$ cat config.mk
export PLATFORM = sky130hd
export DESIGN_NAME = mem_arbiter
export DESIGN_NICKNAME = d
export VERILOG_FILES = /design/src/rtl/mem_arbiter.sv
export SDC_FILE = /design/constraint.sdc
export NUM_CORES = 1
export LEC_CHECK = 0
export ABC_AREA = 1
export BUFFER_PORTS_ARGS = -buffer_cell sky130_fd_sc_hd__buf_2
export CELL_PAD_IN_SITES_DETAIL_PLACEMENT = 0
export CELL_PAD_IN_SITES_GLOBAL_PLACEMENT = 1
export CORE_MARGIN = 3
export CORE_UTILIZATION = 13
export CTS_CLUSTER_SIZE = 10
export DETAILED_ROUTE_END_ITERATION = 12
export PLACE_DENSITY = 0.86
export SLEW_MARGIN = 20
export SYNTH_ARGS = -nofsm -noshare
export SYNTH_HDL_FRONTEND = slang
export SYNTH_SLANG_ARGS = --single-unit
$ cat constraint.sdc
create_clock -name clk -period 2.2 [get_ports clk]
set_input_delay 0.66 -clock clk [delete_from_list [all_inputs] [get_ports clk]]
set_output_delay 0.66 -clock clk [all_outputs]
set_load 0.1 [all_outputs]
$ cat src/rtl/mem_arbiter.sv
// mem_arbiter: shares one single-port RAM between fetch and data ports; `define ARB_ROUND_ROBIN_EN for round-robin, else data has fixed priority
module mem_arbiter #(
  parameter int ADDR_WIDTH = 32,
  parameter int DATA_WIDTH = 32
) (
  input  logic                  clk,
  input  logic                  rst,
  input  logic                  if_req,
  input  logic [ADDR_WIDTH-1:0] if_addr,
  output logic                  if_gnt,
  output logic                  if_rvalid,
  output logic [DATA_WIDTH-1:0] if_rdata,
  input  logic                  d_req,
  input  logic                  d_we,
  input  logic [ADDR_WIDTH-1:0] d_addr,
  input  logic [DATA_WIDTH-1:0] d_wdata,
  output logic                  d_gnt,
  output logic                  d_rvalid,
  output logic [DATA_WIDTH-1:0] d_rdata,
  output logic                  mem_en,
  output logic                  mem_we,
  output logic [ADDR_WIDTH-1:0] mem_addr,
  output logic [DATA_WIDTH-1:0] mem_wdata,
  input  logic [DATA_WIDTH-1:0] mem_rdata
);
  logic last_gnt;
  logic resp_pending;
  logic resp_owner;
  logic fetch_wins;
  // pick a winner and steer its request onto the RAM port; reset blocks all grants
  always_comb begin
`ifdef ARB_ROUND_ROBIN_EN
    fetch_wins = ~d_req | last_gnt;
`else
    fetch_wins = ~d_req | (1'b0 & last_gnt);
`endif
    if_gnt    = ~rst & if_req & fetch_wins;
    d_gnt     = ~rst & d_req & ~if_gnt;
    mem_en    = if_gnt | d_gnt;
    mem_we    = d_gnt & d_we;
    mem_addr  = d_gnt ? d_addr : if_gnt ? if_addr : '0;
    mem_wdata = d_gnt ? d_wdata : '0;
  end
  // route last cycle's read data to whoever issued it; reset drops an in-flight response
  always_comb begin
    if_rvalid = ~rst & resp_pending & ~resp_owner;
    d_rvalid  = ~rst & resp_pending & resp_owner;
    if_rdata  = if_rvalid ? mem_rdata : '0;
    d_rdata   = d_rvalid ? mem_rdata : '0;
  end
  // remember the last winner and whether a read response is due next cycle
  always_ff @(posedge clk) begin
    if (rst) begin
      last_gnt     <= 1'b1;
      resp_pending <= 1'b0;
      resp_owner   <= 1'b0;
    end else begin
      resp_pending <= mem_en & ~mem_we;
      if (mem_en) begin
        last_gnt   <= d_gnt;
        resp_owner <= d_gnt;
      end
    end
  end
endmodule

==> impl_metrics.toml <==
[timing]
min_period_ns = 2.21
finalHoldViolations = 0
setup_ws_ns = -0.00844
max_freq_mhz = 453
setup_viol = 4
drv_slew = 0
maxSlewHeadroom = 0.836
worst_pin_slew_ns = 0.243
rsz0062_at_grt = "true"
period_share = 1.00
skew_ns = 0

[routing]
vias = 2911
drt_pre_antenna_iters = 4
dr.first_iter.drc_count = 103
wl_per_cell_um = 14.8
via_per_inst = 4.12
antenna_left = 0
remaining_drc_errors = 0
wirelength_um = 10400

[outcome]
violations = "setup timing"
status = "finished with violations"

[floorplanning]
rows = 36
io_pins = 267
coreArea_um2 = 9820
die_h_um = 107
fp.dieW_um = 107
die_area_um2 = 11400
start_util = 0.135

[cells_and_area]
area_growth_pct = 351
multiInputGateArea_um2 = 1620
fill_cells = 784
final_nets = 708
drive_gt1_frac = 0.773
insertedDiodeCount = 0
seq_area_um2 = 40.0
final_util = 0.608

[grt]
use_met3 = 0.0554
gr-total-overflow = 0
grt_usage = 0.162
grt_pass1_vias = 2987
grt_pass1_wl_um = 14900
gr-usage-met2 = 0.338
antenna_found_initial = 0
globalRouteMet1Util = 0.156
busiest_layer = "met2"
grt_max_degree = 33

[synthesis]
synth_area_leaders = "nor2_1, inv_1, nand2_1"
synth_nets = 430
ys_warn_count = 0
synth_top_area_share = 0.281
ys_seq_elements = 2
synth_seq_area_share = 0.0303
synth_largest_area_cell = "nor2_1"
syn_inst = 297
syn_avg_cell_area_um2 = 4.45
yosysUniqueCellTypes = 13
netlist_area_um2 = 1320

[clock_network]
cts_made_buffers = 3
worst_setup_hold_path_clk_slew_ns = 0.03
root_buffer = "clkbuf_8"
ctsHtreeMaxLevel = 1
cts.sinks = 2
clockBufferDepth = 2
clkLatencyLatePin_ns = 0.21
cts_tree = "built"

[worst_setup_path]
rr_worst_depth = 2
crit_cells = 6
max_stage_delay_ns = 0.25
crit_required_ns = 1.54
end_kind = "output pin"
crit_family = "buffers and inverters"
worstPathArrival_ns = 1.55
r2r-end = "resp_owner"
start_kind = "primary input"
critPathLaunch = "rst"
worstSetupEndpoint = "if_rdata[8]"
crit_chain = "buf_12, inv_16, nand3b_4, clkbuf_16, nor2_4, buf_12"
r2r-start = "resp_owner"
r2r_setup_slack_ns = 1.50
crit_top_cell = "buf_12"
critical_path_buf_inv_count = 4
critical_path.max_fanout = 12
cp_slowest_cell = "clkbuf_16"
critPathKind = "in2out"

[pwr]
p_per_area_nw_per_um2 = 302
ir_drop_uv = 189
finalPower_uw = 1800
power.leakage_uw = 0.00280

[place]
globalplace.congestion = 0.789
place_ws_ns = -0.0535
dp_hpwl_um = 8900
port-buffer-count = 266

[hold_path]
min_path_type = "reg2reg"

[flow_run]
max_cap_viol_count = 0
## flip-flops by register name, indices dropped and copies added (netlist names)
name          flops
resp_owner        1
resp_pending      1
## cells by family (layout without fill, tap and decap cells)
kind of cell / Yosys count / in the layout / share of synthesized area
and+or+nand+nor: 199 / 199 / 0.642
buffers and inverters: 94 / 370 / 0.320
AOI/OAI and AO/OA: 2 / 2 / 0.00757
DFF: 2 / 2 / 0.0303
## tightest hold or removal path: cells and delay by family (launching register included)
kind	cells	cell delay, ns
DFF	1	0.34
AOI/OAI and AO/OA	1	0.17
and+or+nand+nor	1	0.05
## power by group
part | internal [uW] | switching (uW) | leakage (uW)
Clock | 116 | 31.3 | 0.0000216
Combinational | 573 | 1040 | 0.00277
Sequential | 39.4 | 3.97 | 0.0000167
## worst min-delay path by stage
stage	start	end	cells after the start
floorplan	resp_owner	resp_owner	2
global placement	resp_owner	resp_owner	2
detailed placement	resp_owner	resp_owner	2
CTS	resp_owner	resp_owner	2
global route	resp_owner	resp_owner	2
finish	resp_owner	resp_owner	2
## layout make-up
cell class,instances,area share
clock buffer,3,0.00692
inverter,72,0.0518
multi-input combinational,201,0.271
sequential,2,0.00671
tap,133,0.0279
timing repair buffer,295,0.636
## synthesized netlist by cell type, drive strengths merged
cell type / count
buf: 22
dfxtp: 2
inv: 72
nand2: 65
nand3: 1
nand3b: 1
nand4: 32
nor2: 99
nor3: 1
o21ai: 2
## cells in the final DEF, fill, tap and decap left out, drive strengths merged
cell type | synthesis | final
clkinvlp | 0 | 2
nor2 | 99 | 99
clkbuf | 0 | 7
inv | 72 | 70
nand3b | 1 | 1
nand4 | 32 | 32
nand3 | 1 | 1
nand2 | 65 | 65
buf | 22 | 291
nor3 | 1 | 1
dfxtp | 2 | 2
o21ai | 2 | 2
## layer usage
metal / wire [um] / vias up
li1: - / 1431
met1: 3360 / 1314
met2: 5890 / 162
met3: 1090 / 4
met4: 72 / 0
met5: 0 / -
## stage by stage
step | hold slack, ns | instance area, um2 | setup TNS [ns] | instances
after floorplan | 0.533 | 2120 | -11.73 | 297
after global placement | 0.579 | 5710 | -1.01 | 697
after detailed placement | 0.612 | 5710 | -1.85 | 697
after CTS | 0.616 | 5820 | -0.0448 | 701
after global routing | 0.690 | 5970 | -0.404 | 706
final | 0.613 | 5970 | -0.0201 | 706
## repair_timing
item / 4_1_cts / 5_1_grt
setup endpoints to repair: 85 / 104
gates cloned: 1 / 4
gates resized for setup: 15 / 12
pin swaps: 1 / 5
hold buffers: 0 / 0
setup buffers: 0 / 1
No activity file was read; power rests on OpenSTA's default activity.
